--- config.mk ---
export PLATFORM = sky130hd
export DESIGN_NAME = and_operand_sequencer_flat
export DESIGN_NICKNAME = d
export VERILOG_FILES = /design/src/rtl/and_operand_sequencer_if.sv /design/src/rtl/and_operand_sequencer.sv /design/src/flat_wrapper.sv
export SDC_FILE = /design/constraint.sdc
export NUM_CORES = 1
export LEC_CHECK = 0
export BUFFER_PORTS_ARGS = -buffer_cell sky130_fd_sc_hd__clkbuf_2
export CORE_MARGIN = 2
export CORE_UTILIZATION = 38
export CTS_BUF_LIST = sky130_fd_sc_hd__clkbuf_4
export CTS_CLUSTER_SIZE = 14
export DETAILED_ROUTE_END_ITERATION = 6
export PLACE_DENSITY = 0.65
export SLEW_MARGIN = 20
export SYNTH_ARGS = -nofsm -noshare
export SYNTH_HDL_FRONTEND = slang
export SYNTH_SLANG_ARGS = --single-unit
--- constraint.sdc ---
create_clock -name clk -period 1.9 [get_ports clk]
set_clock_uncertainty 0.15 [all_clocks]
set_input_delay 0 -clock clk [delete_from_list [all_inputs] [get_ports clk]]
set_output_delay 0 -clock clk [all_outputs]
set_load 0.02 [all_outputs]
--- src/rtl/and_operand_sequencer_if.sv ---
// Operand-in / result-out handshake bundle for and_operand_sequencer.
// master = upstream/downstream environment, slave = the sequencer.
interface and_operand_sequencer_if #(
  parameter int WIDTH = 4
);
  logic [WIDTH-1:0] in_data;
  logic             in_valid;
  logic             in_ready;
  logic [WIDTH-1:0] result;
  logic             result_valid;
  logic             result_ready;

  modport master (
    output in_data, in_valid, result_ready,
    input  in_ready, result, result_valid
  );

  modport slave (
    input  in_data, in_valid, result_ready,
    output in_ready, result, result_valid
  );
endinterface

--- src/rtl/and_operand_sequencer.sv ---
// Two-beat operand loader around an external 4-bit AND unit with a held result.
// Optional ALU_ZERO_FLAG_EN adds a registered zero_flag alongside the result.
module and_operand_sequencer #(
  parameter int WIDTH = 4,
  parameter int CNT_W = 8
) (
  input  logic                 clk,
  input  logic                 reset,
  and_operand_sequencer_if.slave bus,
  output logic [WIDTH-1:0]     inputA,
  output logic [WIDTH-1:0]     inputB,
  input  logic [WIDTH-1:0]     outputC,
  output logic                 busy,
  output logic [CNT_W-1:0]     op_count
`ifdef ALU_ZERO_FLAG_EN
  ,
  output logic                 zero_flag
`endif
);

  typedef enum logic [1:0] {
    LOAD_A = 2'd0,
    LOAD_B = 2'd1,
    EXEC   = 2'd2,
    HOLD   = 2'd3
  } state_t;

  state_t           state_reg;
  logic [WIDTH-1:0] reg_a_reg;
  logic [WIDTH-1:0] reg_b_reg;
  logic [WIDTH-1:0] result_reg;
  logic             result_valid_reg;
  logic [CNT_W-1:0] op_count_reg;
`ifdef ALU_ZERO_FLAG_EN
  logic             zero_flag_reg;
`endif

  // Reset must block acceptance in the very cycle it is asserted.
  assign bus.in_ready     = ((state_reg == LOAD_A) || (state_reg == LOAD_B)) && !reset;
  assign bus.result       = result_reg;
  assign bus.result_valid = result_valid_reg;
  assign inputA           = reg_a_reg;
  assign inputB           = reg_b_reg;
  assign busy             = (state_reg != LOAD_A);
  assign op_count         = op_count_reg;
`ifdef ALU_ZERO_FLAG_EN
  assign zero_flag        = zero_flag_reg;
`endif

  always_ff @(posedge clk) begin
    if (reset) begin
      state_reg        <= LOAD_A;
      reg_a_reg        <= '0;
      reg_b_reg        <= '0;
      result_reg       <= '0;
      result_valid_reg <= 1'b0;
      op_count_reg     <= '0;
`ifdef ALU_ZERO_FLAG_EN
      zero_flag_reg    <= 1'b0;
`endif
    end else begin
      case (state_reg)
        LOAD_A: begin
          if (bus.in_valid) begin
            reg_a_reg <= bus.in_data;
            state_reg <= LOAD_B;
          end
        end
        LOAD_B: begin
          if (bus.in_valid) begin
            reg_b_reg <= bus.in_data;
            state_reg <= EXEC;
          end
        end
        EXEC: begin
          // One cycle for the AND unit to settle on the registered operands.
          result_reg       <= outputC;
          result_valid_reg <= 1'b1;
`ifdef ALU_ZERO_FLAG_EN
          zero_flag_reg    <= (outputC == '0);
`endif
          state_reg        <= HOLD;
        end
        HOLD: begin
          if (bus.result_ready) begin
            result_valid_reg <= 1'b0;
            op_count_reg     <= op_count_reg + CNT_W'(1);
`ifdef ALU_ZERO_FLAG_EN
            zero_flag_reg    <= 1'b0;
`endif
            state_reg        <= LOAD_A;
          end
        end
        default: state_reg <= LOAD_A;
      endcase
    end
  end

endmodule

--- src/flat_wrapper.sv ---
// flat-port wrapper written by rule: the top's interface ports become plain ports
module and_operand_sequencer_flat 
#(
  parameter int WIDTH = 4,
  parameter int CNT_W = 8
)
  (clk, reset, inputA, inputB, outputC, busy, op_count, bus_in_data, bus_in_valid, bus_result_ready, bus_in_ready, bus_result, bus_result_valid);
  and_operand_sequencer_if #(.WIDTH(WIDTH)) bus_i ();
  input  logic clk;
  input  logic reset;
  output logic [WIDTH-1:0] inputA;
  output logic [WIDTH-1:0] inputB;
  input  logic [WIDTH-1:0] outputC;
  output logic busy;
  output logic [CNT_W-1:0] op_count;
  input wire logic [$bits(bus_i.in_data)-1:0] bus_in_data;
  input wire logic [$bits(bus_i.in_valid)-1:0] bus_in_valid;
  input wire logic [$bits(bus_i.result_ready)-1:0] bus_result_ready;
  output wire logic [$bits(bus_i.in_ready)-1:0] bus_in_ready;
  output wire logic [$bits(bus_i.result)-1:0] bus_result;
  output wire logic [$bits(bus_i.result_valid)-1:0] bus_result_valid;
  assign bus_i.in_data = bus_in_data;
  assign bus_i.in_valid = bus_in_valid;
  assign bus_i.result_ready = bus_result_ready;
  assign bus_in_ready = bus_i.in_ready;
  assign bus_result = bus_i.result;
  assign bus_result_valid = bus_i.result_valid;
  and_operand_sequencer #(.WIDTH(WIDTH), .CNT_W(CNT_W)) u_core (.clk(clk), .reset(reset), .bus(bus_i), .inputA(inputA), .inputB(inputB), .outputC(outputC), .busy(busy), .op_count(op_count));
endmodule
# After elaboration in Yosys (flattened, before gate mapping)

Cells that the tools add are included.

ROM bits: 0
Word-level logic and storage cells: 30
Bits in latches: 0
RAM bits: 0
Output and inout port bits: 23
Memories: 0
Bits in registers: 23
Input bits: 12

Mux-type cells: 6
Bitwise gates (word level): 0
Divide/modulo/power cells: 0
Reduce and logical (&&, ||, !) cells: 11
Multiply operators: 0
Shifts and indexed selects: 0
Add/subtract/negate cells: 1
Magnitude comparators: 0
Equality and inequality tests: 6

Operator list:

| cell                                                 | number |
|---|---|
| adder 8 x 1 -> 8 bit (second input constant)         | 1 |
| case mux 2 bit (4 select lines)                      | 1 |
| AND reduction 2 bit                                  | 4 |
| two-way mux 2 bit                                    | 3 |
| != test 2 bit (second input constant)                | 3 |
| equality test 2 bit (second input constant)          | 2 |
| nonzero test 2 bit                                   | 2 |
| AND reduction 3 bit                                  | 1 |
| equality test 2 x 1 -> 1 bit (second input constant) | 1 |
| logical NOT 2 bit                                    | 1 |
| case mux 1 bit (2 select lines)                      | 1 |
| logical AND 1 bit                                    | 1 |
| logical NOT 1 bit                                    | 1 |
| logical OR 1 bit                                     | 1 |
| two-way mux 1 bit                                    | 1 |

# Depth between registers and ports, before layout

Gate-level depths: netlist (run 1).

Depth after elaboration: 3
Mapped depth: 6

# Worst setup path before layout (run 1)

OpenSTA, ideal clock, no wires.

Path kind: reg2reg
Start point: register u_core.state_reg[0]
End point: register u_core.op_count_reg[7] (netlist: u_core.op_count[7])
Period minus slack after synthesis: 1.558 ns
Data required time: 1.680 ns
Setup time: 0.070 ns
Cell stages (with the launch flop): 5
Path slack: 0.342 ns
Arrival time: 1.338 ns
Cell sequence: dfxtp_1 ha_1 nand4_2 or4_1 a21oi_1

Word-level cells in the longest chain between the ends: 2

RTL lines:

| what                                 | line                        | text |
|---|---|---|
| from (decl)                          | and_operand_sequencer.sv:28 | `state_t state_reg;` |
| from (signal assigned)               | and_operand_sequencer.sv:52 | `state_reg <= LOAD_A;` |
| from (signal assigned)               | and_operand_sequencer.sv:66 | `state_reg <= LOAD_B;` |
| from (signal assigned)               | and_operand_sequencer.sv:72 | `state_reg <= EXEC;` |
| equality test 2 bit                  | and_operand_sequencer.sv:62 | `case (state_reg)` |
| AND reduction 2 bit (no source line) | -                           |  |
| to (signal assigned)                 | and_operand_sequencer.sv:87 | `op_count_reg <= op_count_reg + CNT_W'(1);` |
| to (decl)                            | and_operand_sequencer.sv:33 | `logic [CNT_W-1:0] op_count_reg;` |

No other way between the ends.
A chain may end at the register's enable or synchronous reset.

# Final worst setup path (run 1)

Start point: register u_core.state_reg[1]
End point: register u_core.reg_b_reg[2] (netlist: u_core.inputB[2])

Word-level cells in the longest chain between the ends: 2

RTL lines:

| what                                 | line                        | text |
|---|---|---|
| equality test 2 x 1 -> 1 bit         | and_operand_sequencer.sv:62 |  |
| AND reduction 2 bit (no source line) | -                           |  |
| to (signal assigned)                 | and_operand_sequencer.sv:71 | `reg_b_reg <= bus.in_data;` |
| to (decl)                            | and_operand_sequencer.sv:30 | `logic [WIDTH-1:0] reg_b_reg;` |

No other way between the ends.

==> metrics.md, run 1 <==
| Metric | Value |
|---|---|
| GRT overflow | 0 |
| Sequential cell area | 460.4 um^2 |
| Synth top area share | between 40% and 50% |
| DRT iter0 DRCs | 10 |
| CTS tree | done |
| Crit start category | register |
| Leakage | roughly 0.57 nW |
| Peak supply drop | 0.6903 mV |
| R2R setup slack | about 0.077 ns |
| Reg2Reg Depth | 5 |
| Routed Wire Length | 2.431 mm |
| Hold Path Class | in2reg |
| Synth Register Bits | 23 |
| Cells after synthesis | 114 |
| Fillers | 244 |
| Clock net sink count | 23 |
| CP Capture Type | register |
| Worst slack, placed | 0.1799 ns |
| Critical path type | reg2reg |
| CTS Buf Count | 3 |
| Arrival @ worst endpoint | 1.93 ns |
| Setup TNS | 0 ns |
| Initial antenna violation count | 0 |
| Clk slew on worst S/H paths | 0.13 ns |
| RSZ-0062 raised after global routing | no |
| First-pass DRT Iterations | 4 |
| Uppermost routed layer | met4 |
| DP Area | 1172 um^2 |
| Ys Warns | 0 |
| Core Region | 2455 um^2 |
| First-pass GRT wire length | 3.560 mm |
| Min Clock Period, post-route | between 1.5 and 2 ns |
| Io pins | 35 |
| Outcome | completed |
| Ranking of synthesized cells by area | dfxtp_1 (47%), a21oi_1 (8.7%), ha_1 (7.6%), nand3_1 (6.1%), nand2_1 (5.0%) |
| Design Area, Final | 1333 um^2 |
| # diodes | 0 |
| Worst hold path cell count | 2 |
| Area growth syn-to-layout | 35.50% |
| Final setup slack of the worst path | around 0.077 ns |
| Setup Buffers After CTS | 0 |
| Met1 WL | a little over 1 mm |
| Post-DR vias/cell | 5.005 |
| Yosys cell types | 23 |
| Layout cells sized above 1 | 26.88% |
| # DRC | 0 |
| Die width | 54.87 um |
| Area of the multi-input gates | 488.0 um^2 |
| Met3 wire length | 128 um |
| Commonest non-fill, non-tap cells in the layout | clkbuf_2 (34), dfxtp_1 (23), a21oi_1 (17) |
| Clock Tree Buf Depth | 2 |
| Syn_nets | 132 |
| # setup viols final | 0 |
| GRT Total Usage | between 10% and 20% |
| Worst hold margin | approximately 0.020 ns |
| # rows | 18 |
| Final nets | 179 |
| Worst rel slew slack | 67.82% |
| Vias in the first global route | roughly 840 |
| Area leader, netlist | dfxtp_1 |
| Post-synthesis area per instance | 8.627 um^2 |
| Post-route clock period utilization | 95.93% |
| WL/cell | 12.79 um |
| Gpl congestion | a little under 0.7 |
| DP Wirelength | 1.592 mm |
| Pin count of the biggest net entering global routing | 25 |
| Worst Path Max Fanout | 7 |
| Die ar. | about 3000 um^2 |
| Root buffer cell | clkbuf_4 |
| Hold Crit Endpoint | u_core.inputB[0] |
| Tightest Pin Transition | roughly 0.48 ns |
| Register area share after synthesis | 46.82% |
| Placed insts | 173 |
| MaxCap Viol Count | 0 |
| Reg2reg start | u_core.state_reg[1] |
| CP required | 2.00 ns |
| Reg2reg end | u_core.inputB[2] |
| HP Start | reset |
| Max FFs per register | 8 |
| Worst-Skew Late Latency | approximately 0.32 ns |
| Met2 wire length | roughly 1.3 mm |
| PwrDens | about 1100 nW/um^2 |
| Initial Util | around two fifths |
| Die Ht | 54.87 um |
| Port Buffers | 34 |
| Max-slew violations | 0 |
| Most common cell after layout, fill and taps aside | clkbuf_2 |
| Fmax | 548.7 MHz |
| Post-Synthesis Cell Area | 983.4 um^2 |
| H-Tree Depth | 1 |
| Antenna Nets Post-Route | 0 |
| Non-filler cells, final | 190 |
| Fin. Hold Viols | 0 |
| Vias | between 900 and 1,000 |
## synthesized netlist by cell type
| library cell | number |
|---|---|
| a21oi_1 | 17 |
| and2b_2 | 1 |
| a21o_1 | 1 |
| or4_1 | 1 |
| ha_1 | 6 |
| or3_1 | 2 |
| nand4_2 | 1 |
| xnor2_1 | 1 |
| or3_2 | 2 |
| mux2i_1 | 4 |
| o21ai_0 | 4 |
| inv_1 | 5 |
| nor2_1 | 10 |
| clkbuf_1 | 5 |
| a311oi_1 | 1 |
| dfxtp_1 | 23 |
| nand3_1 | 12 |
| o31ai_1 | 1 |
| nand4_1 | 1 |
| xor2_1 | 1 |
| or2b_1 | 1 |
| nand2_1 | 13 |
| o21bai_1 | 1 |
## where the power goes
part	switching, mW	internal (mW)
logic	0.359	0.229
clock network	0.151	0.0788
registers	0.0472	0.556
## layer usage
layer  global-route usage [%]  vias up
met3                    2.732        7
met1                    20.13      432
met4                    7.917        0
li1                         -      483
met5                        0        -
met2                    29.17       29
## worst max-delay path: stages, from the launching register on
cell and delay, ns:
dfxtp_1 0.35, inv_1 0.13, ha_1 0.32, nand3_1 0.10, dlygate4sd3_1 0.57, a21oi_1 0.13
## cells by family after synthesis
family	synth area share, %
xor gates and xnor gates	1.781
buffers and inverters	3.817
AOI/OAI and AO/OA	13.87
and+or+nand+nor	22.01
muxes	4.071
DFF	46.82
adders and majority gates	7.633
## final cells by class
cell class / count / area share, %
multi-input combinational: 81 / 36.62
sequential: 23 / 34.55
timing repair buffer: 47 / 22.54
tap: 30 / 2.817
clock buffer: 3 / 1.690
inverter: 5 / 1.408
clock inverter: 1 / 0.3756
## timing repair
| action | in CTS | in global routing |
|---|---|---|
| setup endpoints to repair | 0 | 2 |
| hold buffers | 13 | 0 |
| gates resized for setup | 0 | 1 |
| endpoints found under the hold margin | 18 | 0 |
## worst max-delay path by stage
stage                             start             endpoint  slack [ns]  cells after the start
finish              u_core.state_reg[1]     u_core.inputB[2]        0.08                      5
global route        u_core.state_reg[1]     u_core.inputB[2]       0.002                      5
CTS                 u_core.state_reg[1]     u_core.inputB[2]        0.08                      5
detailed placement  u_core.state_reg[0]  u_core.state_reg[0]        0.18                      5
global placement    u_core.state_reg[0]   u_core.op_count[7]        0.29                      4
floorplan           u_core.state_reg[0]   u_core.op_count[7]        0.34                      4
## metrics by stage
stage          power, mW  util (%)
2_1_floorplan     0.9968         -
3_3_place_gp       1.126     47.76
3_5_place_dp       1.159     47.76
4_1_cts            1.419     54.18
5_1_grt            1.516     54.28
6_report           1.421     54.28
Note: power is estimated with default switching activity, not from simulation.
==> run 2, diff against run 1 <==
--- a/config.mk
+++ b/config.mk
@@ -5,13 +5,13 @@
 export SDC_FILE = /design/constraint.sdc
 export NUM_CORES = 1
 export LEC_CHECK = 0
-export BUFFER_PORTS_ARGS = -buffer_cell sky130_fd_sc_hd__clkbuf_2
 export CORE_MARGIN = 2
 export CORE_UTILIZATION = 38
 export CTS_BUF_LIST = sky130_fd_sc_hd__clkbuf_4
 export CTS_CLUSTER_SIZE = 14
 export DETAILED_ROUTE_END_ITERATION = 6
-export PLACE_DENSITY = 0.65
+export DONT_BUFFER_PORTS = 1
+export PLACE_DENSITY = 0.53
 export SLEW_MARGIN = 20
 export SYNTH_ARGS = -nofsm -noshare
 export SYNTH_HDL_FRONTEND = slang
==> run 2 against run 1 <==
Clock-buffer cell count unchanged. Hold slack better by 0.20 ns. Critical path depth unchanged. Global-route usage down 2.3 points. Combinational power down 31%. Register-to-register slack better by 0.13 ns. First-iteration DRC count down 40%.
==> metrics.md, run 2 (synthesized netlist as in run 1, its figures left out) <==
| Metric | Value |
|---|---|
| Fillers | 244 (unchanged) |
| Reg2Reg Depth | 5 (unchanged) |
| DP Wirelength | 1.392 mm (-13%) |
| WL/cell | 13.03 um (+1.8%) |
| Worst Path Max Fanout | 8 (+1) |
| Die Ht | 54.87 um (unchanged) |
| RSZ-0062 raised after global routing | no |
| Io pins | 35 (unchanged) |
| CP Capture Type | register |
| Initial antenna violation count | 0 (unchanged) |
| H-Tree Depth | 1 (unchanged) |
| Hold Path Class | in2reg |
| Final nets | 145 (-19%) |
| Worst-Skew Late Latency | 0.31 ns (about the same) |
| GRT overflow | 0 (unchanged) |
| First-pass DRT Iterations | 4 (unchanged) |
| Gr busiest metal | met2 |
| Post-route clock period utilization | 88.94% (-7.0 points) |
| DP Area | 1017 um^2 (-13%) |
| Most common cell after layout, fill and taps aside | dfxtp_1 |
| Met3 Usage GRT | 4.372% (+1.6 points) |
| Peak supply drop | 0.4867 mV (-29%) |
| Setup TNS | 0 ns (unchanged) |
| Max-slew violations | 0 (unchanged) |
| Root buffer cell | clkbuf_4 |
| Leakage | 0.4258 nW (-25%) |
| Port Buffers | 0 (-100%) |
| Arrival @ worst endpoint | 1.77 ns (-0.16 ns) |
| Critical path type | reg2reg |
| Commonest non-fill, non-tap cells in the layout | dfxtp_1 (23), a21oi_1 (17), nand2_1 (13) |
| Area growth syn-to-layout | 17.43% |
| GRT Total Usage | 14.59% (-2.3 points) |
| Antenna Nets Post-Route | 0 (unchanged) |
| # rows | 18 (unchanged) |
| Vias in the first global route | 748 (-11%) |
| Min Clock Period, post-route | 1.690 ns (-0.1327 ns) |
| Design Area, Final | 1155 um^2 (-13%) |
| # DRC | 0 (unchanged) |
| Clock net sink count | 23 (unchanged) |
| Clk slew on worst S/H paths | 0.14 ns (about the same) |
| Worst hold path cell count | 3 (+1) |
| Tightest Pin Transition | 0.8922 ns (+0.4094 ns) |
| Die ar. | 3011 um^2 (unchanged) |
| DRT iter0 DRCs | 6 (-4) |
| Fin. Hold Viols | 0 (unchanged) |
| Outcome | completed |
| Initial Util | 40.06% (unchanged) |
| Fin util | 47.04% (-7.2 points) |
| Post-DR vias/cell | 5.135 (+2.6%) |
| PwrDens | 1128 nW/um^2 (+5.8%) |
| CP required | 1.98 ns (-0.02 ns) |
| Core Region | 2455 um^2 (unchanged) |
| # diodes | 0 (unchanged) |
| Routed Wire Length | 2.032 mm (-16%) |
| M1 GR Usage | 17.22% (-2.9 points) |
| Crit start category | register |
| Vias | 801 (-16%) |
| Pwr Total | 1.303 mW (-8.3%) |
| Die width | 54.87 um (unchanged) |
| Pin count of the biggest net entering global routing | 25 (unchanged) |
| CTS tree | done |
| Clock Tree Buf Depth | 2 (unchanged) |
| Layout cells sized above 1 | 7.937% (-19 points) |
| Fmax | 591.7 MHz (+7.9%) |
| GR Util met2 | 24.60% (-4.6 points) |
| Worst rel slew slack | 40.32% (-27 points) |
| Setup Buffers After CTS | 0 (unchanged) |
| First-pass GRT wire length | 3.132 mm (-12%) |
| Gpl congestion | 0.6625 (-3.0%) |
| # setup viols final | 0 (unchanged) |
| MaxCap Viol Count | 0 (unchanged) |
| CTS Buf Count | 3 (unchanged) |
| Max FFs per register | 8 (unchanged) |
-- run 2: changes by cell type in the layout (fill, tap and decap cells not counted) --
cell,previous run,this run
clkbuf_2,34,0
buf_4,0,2
ha_2,1,0
ha_1,5,6
dlygate4sd3_1,13,11
-- run 2: worst max-delay path: stages, from the launching register on --
cell and delay (ns):
dfxtp_1 0.40, inv_1 0.10, ha_1 0.29, o21bai_1 0.31, a21oi_1 0.11, a311oi_1 0.24
-- run 2: path summary, 6_finish.rpt --
kind,startpoint,endpoint,slack (ns)
worst min register to register,u_core.inputB[2],u_core.inputB[2],0.41
worst max register to register,u_core.state_reg[0],u_core.state_reg[0],0.21
worst min-delay path,outputC[0],u_core.bus.result[0],0.22
worst max-delay path,u_core.state_reg[0],u_core.state_reg[0],0.21
-- run 2: what timing repair did --
item                                    in CTS  in global routing
hold endpoints to repair                    24                  0
resized for setup                            0                  0
endpoints found under the setup margin       0                  0
hold buffers                                11                  0
-- run 2: routing by layer --
metal	routed length [um]	vias up	share of wire (%)
met5	0	-	0
met4	15	0	0.74
met3	126	2	6.2
met2	975	20	48
met1	914	366	45
li1	-	413	-
-- run 2: per-stage QoR --
step	setup WS [ns]	std cells	hold slack, ns
final	0.2101	156	0.2195
after global routing	0.06755	156	0.2276
after CTS	0.1926	156	0.2084
after detailed placement	0.2275	141	-0.07662
after global placement	0.2875	141	-0.07852
after floorplan	0.3419	114	-0.08093
-- run 2: area by class of cell --
class / instances / area [um^2] / share of cell area (%)
multi-input cells: 81 / 485.5 / 42.04
clock inverters: 1 / 5.005 / 0.4334
well taps: 30 / 37.54 / 3.250
repair buffers: 13 / 125.1 / 10.83
clock buffers: 3 / 22.52 / 1.950
flip-flops and latches: 23 / 460.4 / 39.87
inverters: 5 / 18.77 / 1.625
-- run 2: power breakdown --
part / internal [mW] / leakage (nW) / total, mW / switching [mW]
sequential: 0.557 / 0.187 / 0.671 / 0.114
clock: 0.0785 / 0.0177 / 0.227 / 0.149
combinational: 0.154 / 0.221 / 0.405 / 0.251
total: 0.789 / 0.426 / 1.30 / 0.514
